## src/rtl/uart_pkg.sv

```systemverilog
// uart_pkg
// Definitions shared by the UART receiver and transmitter.
//   - DEFAULT_OVERSAMPLE / DEFAULT_DATA_BITS : default frame geometry
//   - ST_IDLE .. ST_STOP : raw state encodings, so the transmitter can use the same values
//   - uart_state_t : enum built on those encodings, used by the FSMs
package uart_pkg;

  localparam int DEFAULT_OVERSAMPLE = 16;
  localparam int DEFAULT_DATA_BITS  = 8;

  localparam logic [1:0] ST_IDLE  = 2'd0;
  localparam logic [1:0] ST_START = 2'd1;
  localparam logic [1:0] ST_DATA  = 2'd2;
  localparam logic [1:0] ST_STOP  = 2'd3;

  typedef enum logic [1:0] {
    IDLE  = ST_IDLE,
    START = ST_START,
    DATA  = ST_DATA,
    STOP  = ST_STOP
  } uart_state_t;

endpackage

```

## src/rtl/uart_sync.sv

```systemverilog
// uart_sync
// Two-flop synchronizer for asynchronous inputs. Reset drives both stages to
// RESET_VAL, so that an idle-high serial line does not look like an edge
// just after reset.
// Ports:
//   clk : destination clock
//   rst : synchronous, active-high reset
//   d   : asynchronous input
//   q   : synchronized output, two cycles behind d
module uart_sync #(
  parameter int               WIDTH     = 1,
  parameter logic [WIDTH-1:0] RESET_VAL = '1
) (
  input  logic             clk,
  input  logic             rst,
  input  logic [WIDTH-1:0] d,
  output logic [WIDTH-1:0] q
);

  logic [WIDTH-1:0] meta;

  // The first stage may go metastable. The second stage gives it a full
  // cycle to settle before anything downstream uses the value.
  always_ff @(posedge clk) begin
    if (rst) begin
      meta <= RESET_VAL;
      q    <= RESET_VAL;
    end else begin
      meta <= d;
      q    <= meta;
    end
  end

endmodule

```

## src/rtl/uart_rx.sv

```systemverilog
// uart_rx
// Oversampling 8N1 UART receiver (LSB first) with framing-error reporting.
// Ports:
//   baud_clk   : oversampling clock, OVERSAMPLE x bit rate
//   rst        : synchronous, active-high reset
//   rx_in      : asynchronous serial line, idle high
//   data_out   : last correctly framed byte
//   data_valid : one-cycle pulse, data_out updated
//   frame_err  : one-cycle pulse, stop bit sampled low
//   busy       : high whenever the FSM is outside IDLE
module uart_rx
  import uart_pkg::*;
#(
  parameter int OVERSAMPLE = DEFAULT_OVERSAMPLE,
  parameter int DATA_BITS  = DEFAULT_DATA_BITS
) (
  input  logic                 baud_clk,
  input  logic                 rst,
  input  logic                 rx_in,
  output logic [DATA_BITS-1:0] data_out,
  output logic                 data_valid,
  output logic                 frame_err,
  output logic                 busy
);

  localparam int TW = $clog2(OVERSAMPLE);
  localparam int BW = $clog2(DATA_BITS + 1);

  localparam logic [TW-1:0] TICK_HALF = TW'(OVERSAMPLE / 2 - 1);
  localparam logic [TW-1:0] TICK_LAST = TW'(OVERSAMPLE - 1);
  localparam logic [BW-1:0] BIT_LAST  = BW'(DATA_BITS - 1);

  logic                 rx_s;
  logic                 rx_prev;
  uart_state_t          state;
  logic [TW-1:0]        tick;
  logic [BW-1:0]        bit_cnt;
  logic [DATA_BITS-1:0] shift;
  logic                 stop_done;

  uart_sync #(
    .WIDTH     (1),
    .RESET_VAL (1'b1)
  ) u_sync (
    .clk (baud_clk),
    .rst (rst),
    .d   (rx_in),
    .q   (rx_s)
  );

  // Frame FSM. Each counter phase ends on the cycle where tick reaches its
  // terminal value, and that cycle also samples the line: half a bit into the
  // start bit, then one full bit per data bit and for the stop bit.
  // After the stop sample the FSM stays in STOP for one extra cycle. That
  // cycle is the one in which the result pulse is visible, so busy covers it.
  // IDLE is entered right after the pulse, early enough to accept a start
  // edge that follows without any idle gap.
  always_ff @(posedge baud_clk) begin
    if (rst) begin
      state      <= IDLE;
      tick       <= '0;
      bit_cnt    <= '0;
      shift      <= '0;
      rx_prev    <= 1'b1;
      stop_done  <= 1'b0;
      data_out   <= '0;
      data_valid <= 1'b0;
      frame_err  <= 1'b0;
      busy       <= 1'b0;
    end else begin
      rx_prev    <= rx_s;
      data_valid <= 1'b0;
      frame_err  <= 1'b0;

      case (state)
        IDLE: begin
          // Require a genuine high-to-low transition. A line stuck low after
          // a break therefore cannot retrigger a frame.
          if (!rx_s && rx_prev) begin
            state <= START;
            tick  <= '0;
            busy  <= 1'b1;
          end
        end

        START: begin
          if (tick == TICK_HALF) begin
            tick    <= '0;
            bit_cnt <= '0;
            if (!rx_s) begin
              state <= DATA;
            end else begin
              state <= IDLE;
              busy  <= 1'b0;
            end
          end else begin
            tick <= tick + 1'b1;
          end
        end

        DATA: begin
          if (tick == TICK_LAST) begin
            tick  <= '0;
            shift <= {rx_s, shift[DATA_BITS-1:1]};
            if (bit_cnt == BIT_LAST) begin
              state   <= STOP;
              bit_cnt <= '0;
            end else begin
              bit_cnt <= bit_cnt + 1'b1;
            end
          end else begin
            tick <= tick + 1'b1;
          end
        end

        STOP: begin
          if (stop_done) begin
            state     <= IDLE;
            busy      <= 1'b0;
            stop_done <= 1'b0;
          end else if (tick == TICK_LAST) begin
            tick      <= '0;
            stop_done <= 1'b1;
            if (rx_s) begin
              data_out   <= shift;
              data_valid <= 1'b1;
            end else begin
              frame_err  <= 1'b1;
            end
          end else begin
            tick <= tick + 1'b1;
          end
        end

        default: begin
          state <= IDLE;
          busy  <= 1'b0;
        end
      endcase
    end
  end

endmodule
```

## config.mk

```make
export PLATFORM = sky130hd
export DESIGN_NAME = uart_rx
export DESIGN_NICKNAME = d
export VERILOG_FILES = /design/src/rtl/uart_pkg.sv /design/src/rtl/uart_sync.sv /design/src/rtl/uart_rx.sv
export SDC_FILE = /design/constraint.sdc
export NUM_CORES = 1
export LEC_CHECK = 0
export CAP_MARGIN = 20
export CORE_AREA = 2 2 46 69
export DETAILED_ROUTE_END_ITERATION = 10
export DIE_AREA = 0 0 48 71
export PLACE_DENSITY = 0.76
export SLEW_MARGIN = 20
export SYNTH_ARGS = -nofsm -noshare
export SYNTH_HDL_FRONTEND = slang
export SYNTH_SLANG_ARGS = --single-unit
```

## constraint.sdc

```tcl
create_clock -name baud_clk -period 3.2 [get_ports baud_clk]
set_input_delay 0.64 -clock baud_clk [delete_from_list [all_inputs] [get_ports baud_clk]]
set_output_delay 0.64 -clock baud_clk [all_outputs]
set_load 0.02 [all_outputs]
```

==> results of run 1 <==
routing by layer:
metal,vias to the layer above,GRT usage [%],routed length [µm]
li1,558,-,-
met1,508,18.0,1040
met2,17,30.1,1330
met3,7,6.38,80
met4,0,7.21,49
met5,-,0,0
metrics by stage:
| stage | instances | hold WS, ns | total power, mW | cell area (µm²) | utilization, % |
|---|---|---|---|---|---|
| 4_1_cts | 210 | 0.420 | 0.850 | 1620 | 56.8 |
| 3_5_place_dp | 202 | 0.401 | 0.453 | 1500 | 52.7 |
| 6_report | 210 | 0.415 | 0.842 | 1620 | 56.8 |
| 3_3_place_gp | 202 | 0.397 | 0.452 | 1500 | 52.7 |
| 2_1_floorplan | 157 | 0.389 | 0.445 | 1360 | - |
| 5_1_grt | 210 | 0.428 | 0.871 | 1620 | 56.8 |
sequential cells by signal, indices dropped and copies added (netlist names), named ones only:
signal / count
bit_cnt: 4
busy: 1
data_out: 8
data_valid: 1
frame_err: 1
rx_prev: 1
shift: 8
state: 1
stop_done: 1
tick: 4
u_sync.meta: 1
u_sync.q: 1
critical path, stage by stage, from the launching register on:
cell and delay, ns:
dfxtp_1 0.37, ha_1 0.30, nand3_2 0.15, or4_1 0.75, mux2i_1 0.26, nor2_1 0.06
power breakdown:
group	internal, mW	total [mW]	switching (mW)	leakage, nW
Clock	0.254	0.399	0.145	0.0585
Combinational	0.0117	0.0253	0.0135	0.302
Sequential	0.415	0.418	0.00370	0.267
worst max path at each step:
stage | startpoint | endpoint | slack (ns)
after detailed placement | tick[0]$_SDFFE_PP0P_ | data_out[6]$_SDFFE_PP0P_ | 1.21
after CTS | tick[0]$_SDFFE_PP0P_ | data_out[2]$_SDFFE_PP0P_ | 1.18
after floorplan | tick[0]$_SDFFE_PP0P_ | data_out[1]$_SDFFE_PP0P_ | 1.54
after global placement | tick[0]$_SDFFE_PP0P_ | data_out[6]$_SDFFE_PP0P_ | 1.24
final | tick[0]$_SDFFE_PP0P_ | data_out[2]$_SDFFE_PP0P_ | 1.18
after global routing | tick[0]$_SDFFE_PP0P_ | data_out[6]$_SDFFE_PP0P_ | 1.08
cells in the final DEF, fill, tap and decap left out:
master and count:
inv_1 4, mux2i_1 10, o21ai_0 5, nand2_1 21
or3_1 3, a311oi_1 1, buf_4 1, nor2_1 23
a31oi_1 2, clkbuf_8 6, a21o_1 2, nand3b_1 2
clkbuf_1 1, and2_1 1, nand4_1 2, nand3_2 1
or3b_2 1, xnor2_1 1, nand4b_1 1, o221a_2 1
bufinv_16 1, o31ai_1 1, a21oi_1 16, a211oi_1 1
nand3_1 1, ha_1 2, or2_1 1, or2_2 3
dfxtp_1 33, a22oi_1 2, nor3_1 2, or4_1 1
nand2b_1 3, and3_1 2, clkdlybuf4s50_1 13
cell type report:
| cell class | count | area, µm² | area share [%] |
|---|---|---|---|
| inverters | 4 | 15.0 | 0.927 |
| repair buffers | 14 | 138 | 8.50 |
| flip-flops and latches | 33 | 661 | 40.8 |
| clock inverters | 1 | 30.0 | 1.85 |
| clock buffers | 7 | 86.3 | 5.33 |
| multi-input cells | 112 | 641 | 39.6 |
| well taps | 39 | 48.8 | 3.01 |
cells by family after synthesis:
kind of cell	after synthesis	synth area share (%)
adder cells (fa/ha/maj)	2	1.84
multiplexers	10	7.37
XOR/XNOR	1	0.645
AND/OR/NAND/NOR	68	23.9
flip-flops	33	48.7
AO/OA/AOI/OAI	31	13.5
buffers and inverters	12	4.15
cell usage after synthesis, drive strengths merged:
cell    count
a211oi      1
a21o        2
a21oi      16
a22oi       2
a311oi      1
a31oi       2
and2        1
and3        2
buf         5
clkbuf      3
dfxtp      33
ha          2
inv         4
mux2i      10
nand2      21
nand2b      3
nand3       2
nand3b      2
nand4       2
nand4b      1
nor2       23
nor3        2
o21ai       5
o221a       1
o31ai       1
or2         4
or3         3
or3b        1
or4         1
xnor2       1
==> metrics, run 1 <==
Die ar. 3410 µm²; WS Path Type reg -> reg; worst slack, placed 1.21 ns; initial antenna violation count 0; Synth area leader dfxtp_1; IO Count 14; Critical Path RT 3.35 ns; # nets final 175; FF-to-FF Start tick[0]$_SDFFE_PP0P_; Iter 0 DRT Violations 39; post-synth cell types 33; DRT Pass-1 Iters 4; max cap viols 0; post-CTS sizing 0; TritonCTS Buffers 5; hold buffer count at CTS 0; first-pass GRT wire length 4310 µm; DR vias/cell 5.19; GPL Wtd Cong 0.779; Synth top area share 48.7%; P_leak 0.627 nW; Worst Hold Class reg -> reg; Residual DRC 0; crit start category flip-flop; CP Capture Type flip-flop; Worst Max-Slew Pin Slew 0.613 ns; Die X-Extent 48 µm; Rel. slew slack 59.0%; via count 1090; H-tree depth 2; Max Clk Rate 496 MHz; share of post-route cells with drive strength above 1 8.19%; CP max FO 9; Core Footprint 2850 µm²; Synth-to-Final Area Change 19.3%; Antenna Nets Post-Route 0; WL per Instance 11.9 µm; R2R setup slack 1.18 ns; Clock Pin Slew Worst Setup and Hold Paths 0.06 ns; pwr/cell area 520 nW/µm²; starting density of the core 47.6%; clock root cell clkbuf_8; Hold Crit Endpoint u_sync.q$_SDFF_PP1_; Inserted Diodes 0; Fill cells 264; Worst Path Arrival 2.17 ns; outcome finished clean; post-synthesis cell area 1360 µm²; fin crit period 2.02 ns; Synth Area per Inst 8.65 µm²; Die Y 71 µm; number of cell rows 24; largest net degree at the start of global routing 18; sequential-to-total area share from yosys stat 48.7%; number of setup buffers added after CTS 0; vias in the first global route 1026; synthesized net count 162; worst skew pair latency 0.28 ns; Yosys Warn Count 0; Clock Sinks 33; Port Buffers 13; cells on worst reg2reg path 5; r2r endpoint data_out[2]$_SDFFE_PP0P_; RSZ-0062 raised after global routing false; hold depth 1; post-detail-place hpwl 1840 µm; Setup TNS 0 ns; Setup WS post-layout 1.18 ns; Final Max Slew Viols 0; total gr overflow 0; GRT Util Overall 17.5%; Fin. Hold Viols 0; Final period util 63.0%; VDD IR max 423 µV; Synth Instances 157; clock buffer depth 2; CTS tree built; #FFs+latches synth 33; worst-case clock skew 0.00435 ns; Hold Startpoint u_sync.meta$_SDFF_PP1_; setup violators final 0; final WL 2500 µm; largest cells by area after synthesis dfxtp_1, mux2i_1, nor2_1
Note: power is estimated with default switching activity, not from simulation.
==> run 2: changes to the inputs <==
--- a/config.mk
+++ b/config.mk
@@ -6,10 +6,10 @@
 export NUM_CORES = 1
 export LEC_CHECK = 0
 export CAP_MARGIN = 20
-export CORE_AREA = 2 2 46 69
+export CORE_AREA = 2 2 46 70
 export DETAILED_ROUTE_END_ITERATION = 10
-export DIE_AREA = 0 0 48 71
-export PLACE_DENSITY = 0.76
+export DIE_AREA = 0 0 48 72
+export PLACE_DENSITY = 0.78
 export SLEW_MARGIN = 20
 export SYNTH_ARGS = -nofsm -noshare
 export SYNTH_HDL_FRONTEND = slang
==> constraint.sdc (replaced) <==
create_clock -name baud_clk -period 1.8 [get_ports baud_clk]
set_input_delay 0.36 -clock baud_clk [delete_from_list [all_inputs] [get_ports baud_clk]]
set_output_delay 0.36 -clock baud_clk [all_outputs]
set_load 0.02 [all_outputs]
==> run 2 against run 1 <==
Against the previous run:
- via count is 5.2% higher
- sequential share of layout area is 1.3 points lower
- worst hold slack worse by 0.0014 ns
- clock-buffer cell count stayed put
- design area is 3.2% higher
- die area is 1.4% higher
- non-clock buffer count is 7 higher
- cell count is 3.3% higher
- wire length is 8.9% higher
- fmax is 18% higher
- critical path type unchanged
- largest cell class unchanged
==> metrics, run 2 (synthesis results as in run 1) <==
outcome finished clean; Die ar. 3460 µm²; power share of the clock group 47.4%; vias in the first global route 1076; CP Capture Type flip-flop; RSZ-0062 raised after global routing false; Worst Max-Slew Pin Slew 0.319 ns; VDD IR max 611 µV; Clock Pin Slew Worst Setup and Hold Paths 0.07 ns; Clock Sinks 33; Antenna Nets Post-Route 0; DR vias/cell 5.29; # nets final 182; cells on worst reg2reg path 6; Die X-Extent 48 µm; fin crit period 1.71 ns; Core Footprint 2850 µm²; Die Y 72 µm; IO Count 14; Hold Startpoint u_sync.meta$_SDFF_PP1_; Top Usage Layer GRT met2; P_leak 0.661 nW; grt met1 use 16.9%; Worst Path Arrival 1.88 ns; WL per Instance 12.6 µm; TritonCTS Buffers 5; net load switching power 293 µW; Largest regs data_out: 8 flops, shift: 8 flops; Worst Hold Class reg -> reg; H-tree depth 2; CP max stage delay 0.48 ns; Setup TNS 0 ns; WS Path Type reg -> reg; GR Util met3 5.47%; met2 Track Usage GR 31.1%; clock root cell clkbuf_8; GPL Wtd Cong 0.796; starting density of the core 47.6%; number of cell rows 24; Port Buffers 13; Rel. slew slack 78.7%; hold buffer count at CTS 0; max cap viols 0; Max Clk Rate 586 MHz; Worst path slowest cell or4_1; post-CTS sizing 0; Final period util 94.7%; post-detail-place hpwl 1980 µm; Synth-to-Final Area Change 23.1%; Pint 1.21 mW; Residual DRC 0; via count 1147; r2r endpoint data_out[5]$_SDFFE_PP0P_; Flop pwr share 49.5%; first-pass GRT wire length 4400 µm; crit start category flip-flop; worst slack, placed 0.145 ns; worst skew pair latency 0.28 ns; number of setup buffers added after CTS 0; setup violators final 0; sw frac 19.5%; R2R setup slack 0.09 ns; Worst Path Buf+Inv 1; Inserted Diodes 0; Iter 0 DRT Violations 39; hold depth 1; GRT Util Overall 17.6%; clock buffer depth 2; Hold Crit Endpoint u_sync.q$_SDFF_PP1_; CTS tree built; Final Max Slew Viols 0; initial antenna violation count 0; share of post-route cells with drive strength above 1 11.8%; final WL 2720 µm; largest net degree at the start of global routing 19; crit-path cells ha_1, nand3_2, or4_1, buf_4, mux2i_1, nor2_1; CP max FO 9; final core occ 58.6%; Setup WS post-layout 0.0946 ns; DRT Pass-1 Iters 4; FF-to-FF Start tick[0]$_SDFFE_PP0P_; pwr/cell area 899 nW/µm²; Worst path top cell family by delay simple AND/OR/NAND/NOR gates; total gr overflow 0; leading cell type in the layout, fill and taps excluded dfxtp_1; Comb power frac 3.1%; Critical Path RT 1.97 ns; worst-case clock skew 0.00416 ns; commonest non-fill, non-tap cells in the layout dfxtp_1, nor2_1, nand2_1; Fin. Hold Viols 0
==> run 2: cell types whose count changed in the layout (fill, tap and decap cells not counted) <==
cell,change
buf_4,+7
==> run 2: metrics by stage <==
stage	hold slack (ns)	power, mW	std cells	area (µm²)
after detailed placement	0.403	0.807	209	1560
after floorplan	0.389	0.791	157	1360
after CTS	0.419	1.51	217	1670
final	0.414	1.50	217	1670
after global routing	0.434	1.55	217	1670
after global placement	0.391	0.805	209	1560
==> run 2: final cells by class <==
type                    count  area [µm²]
fillers                   248        1180
flip-flops and latches     33         661
multi-input cells         112         641
repair buffers             21         190
clock buffers               7        86.3
well taps                  39        48.8
clock inverters             1        30.0
inverters                   4        15.0
==> run 2: worst reg2reg max path, cell delays in order, from the launching register on <==
cell     delay [ns]
dfxtp_1        0.37
ha_1           0.21
nand3_2        0.09
or4_1          0.48
buf_4          0.20
mux2i_1        0.19
nor2_1         0.05
==> run 2: power groups by stage <==
stage	Combinational [mW]	Clock (mW)	Sequential, mW
2_1_floorplan	0.0326	0	0.758
3_3_place_gp	0.0457	0	0.759
3_5_place_dp	0.0471	0	0.760
4_1_cts	0.0472	0.721	0.744
5_1_grt	0.0522	0.753	0.744
6_report	0.0471	0.712	0.744
==> run 2: worst max path at each step <==
stage / start / end / slack [ns] / cells past startpoint
2_1_floorplan: tick[0]$_SDFFE_PP0P_ / data_out[1]$_SDFFE_PP0P_ / 0.14 / 6
3_3_place_gp: tick[0]$_SDFFE_PP0P_ / data_out[2]$_SDFFE_PP0P_ / 0.20 / 6
3_5_place_dp: tick[0]$_SDFFE_PP0P_ / data_out[2]$_SDFFE_PP0P_ / 0.14 / 6
4_1_cts: tick[0]$_SDFFE_PP0P_ / data_out[5]$_SDFFE_PP0P_ / 0.1 / 6
5_1_grt: tick[0]$_SDFFE_PP0P_ / data_out[5]$_SDFFE_PP0P_ / 0.03 / 6
6_report: tick[0]$_SDFFE_PP0P_ / data_out[5]$_SDFFE_PP0P_ / 0.09 / 6
==> run 2: per-layer routing <==
| layer | vias to the layer above | share of wire (%) |
|---|---|---|
| met5 | - | 0 |
| met1 | 539 | 40 |
| met4 | 0 | 2.7 |
| met2 | 28 | 53 |
| li1 | 573 | - |
| met3 | 7 | 3.5 |
==> run 3: changes to the inputs <==
--- a/config.mk
+++ b/config.mk
@@ -9,6 +9,7 @@
 export CORE_AREA = 2 2 46 70
 export DETAILED_ROUTE_END_ITERATION = 10
 export DIE_AREA = 0 0 48 72
+export MAX_ROUTING_LAYER = met4
 export PLACE_DENSITY = 0.78
 export SLEW_MARGIN = 20
 export SYNTH_ARGS = -nofsm -noshare
==> run 3 against run 2 <==
Against the previous run:
- register-to-register slack is essentially flat
- highest routed layer unchanged
- design area is the same
- fmax is essentially flat
- cell count is the same
- first-iteration DRC count grew 7.7%
==> metrics, run 3 (synthesis results as in run 1) <==
outcome finished clean; FF+latch area 661 µm²; setup violators final 0; Iter 0 DRT Violations 42; # nets final 182; starting density of the core 47.6%; Die Y 72 µm; Comb power frac 3.1%; max cap viols 0; commonest non-fill, non-tap cells in the layout dfxtp_1, nor2_1, nand2_1; DR vias/cell 5.29; final WL 2720 µm; Core Footprint 2850 µm²; Worst Path Arrival 1.88 ns; crit start category flip-flop; Worst Max-Slew Pin Slew 0.319 ns; R2R setup slack 0.09 ns; clock buffer depth 2; Rel. slew slack 78.7%; Final period util 94.7%; Setup crit end data_out[5]$_SDFFE_PP0P_; largest net degree at the start of global routing 19; Layout Cells excl Fill 217; Critical Path RT 1.97 ns; Final Max Slew Viols 0; net load switching power 293 µW; Setup WS post-layout 0.0946 ns; Clock Pin Slew Worst Setup and Hold Paths 0.07 ns; sw frac 19.5%; Fin. Hold Viols 0; vias in the first global route 1076; worst skew pair latency 0.28 ns; P_leak 0.661 nW; Die X-Extent 48 µm; post-detail-place hpwl 1980 µm; Residual DRC 0; Multi-input gate area 641 µm²; WL per Instance 12.6 µm; worst slack, placed 0.145 ns; RSZ-0062 raised after global routing false; Fill cells 248; CP Capture Type flip-flop; via count 1147; Port Buffers 13; clock root cell clkbuf_8; Max Clk Rate 586 MHz; r2r endpoint data_out[5]$_SDFFE_PP0P_; GPL Wtd Cong 0.808; FF-to-FF Start tick[0]$_SDFFE_PP0P_; fin crit period 1.71 ns; Inserted Diodes 0; pwr/cell area 899 nW/µm²; hold buffer count at CTS 0; CTS tree built; number of cell rows 24; worst setup path startpoint tick[0]$_SDFFE_PP0P_; share of post-route cells with drive strength above 1 11.8%; initial antenna violation count 0; WS Path Type reg -> reg; leading cell type in the layout, fill and taps excluded dfxtp_1; Clock Sinks 33; Synth-to-Final Area Change 23.1%; H-tree depth 2; Largest regs data_out: 8 flops, shift: 8 flops; Flop pwr share 49.5%; worst-case clock skew 0.00416 ns; CP max FO 9; Worst Hold Class reg -> reg; Setup TNS 0 ns; Die ar. 3460 µm²; Antenna Nets Post-Route 0; number of setup buffers added after CTS 0; Placed Cells 209; post-CTS sizing 0; IO Count 14; TritonCTS Buffers 5; DRT Pass-1 Iters 4; first-pass GRT wire length 4400 µm; final core occ 58.6%; Pint 1.21 mW; VDD IR max 611 µV; power share of the clock group 47.4%; GRT Util Overall 18.0%; cells on worst reg2reg path 6; total gr overflow 0
==> run 3: worst min path at each step <==
stage / from / to / slack (ns) / cells past startpoint
after global placement: u_sync.meta$_SDFF_PP1_ / u_sync.q$_SDFF_PP1_ / 0.39 / 1
after floorplan: u_sync.meta$_SDFF_PP1_ / u_sync.q$_SDFF_PP1_ / 0.39 / 1
final: u_sync.meta$_SDFF_PP1_ / u_sync.q$_SDFF_PP1_ / 0.41 / 1
after global routing: u_sync.meta$_SDFF_PP1_ / u_sync.q$_SDFF_PP1_ / 0.43 / 1
after CTS: u_sync.meta$_SDFF_PP1_ / u_sync.q$_SDFF_PP1_ / 0.42 / 1
after detailed placement: u_sync.meta$_SDFF_PP1_ / u_sync.q$_SDFF_PP1_ / 0.40 / 1
==> run 3: through the flow <==
stage | total power [mW] | cell area, µm² | hold slack, ns
CTS | 1.51 | 1670 | 0.419
detailed placement | 0.807 | 1560 | 0.403
floorplan | 0.791 | 1360 | 0.389
global placement | 0.805 | 1560 | 0.391
finish | 1.50 | 1670 | 0.414
global route | 1.55 | 1670 | 0.434
==> run 3: cell type report <==
class,instances,area share [%]
inverters,4,0.898
clock buffers,7,5.16
well taps,39,2.92
multi-input cells,112,38.3
flip-flops and latches,33,39.5
repair buffers,21,11.4
clock inverters,1,1.80
==> run 3: power by group through the flow <==
stage | Combinational (mW) | Clock [mW] | Sequential [mW]
6_report | 0.0471 | 0.712 | 0.744
5_1_grt | 0.0522 | 0.753 | 0.744
4_1_cts | 0.0472 | 0.721 | 0.744
3_5_place_dp | 0.0471 | 0 | 0.760
3_3_place_gp | 0.0457 | 0 | 0.759
2_1_floorplan | 0.0326 | 0 | 0.758
==> run 3: critical path: stages (launching register included) <==
cell and delay [ns]:
dfxtp_1 0.37, ha_1 0.21, nand3_2 0.09, or4_1 0.48
buf_4 0.20, mux2i_1 0.19, nor2_1 0.05
==> run 3: layer usage <==
layer / vias up / wire [µm] / global-route usage [%]
li1: 573 / - / -
met1: 539 / 1110 / 17.0
met2: 28 / 1450 / 31.1
met3: 7 / 88 / 5.22
met4: 0 / 73 / 9.01
met5: - / 0 / -
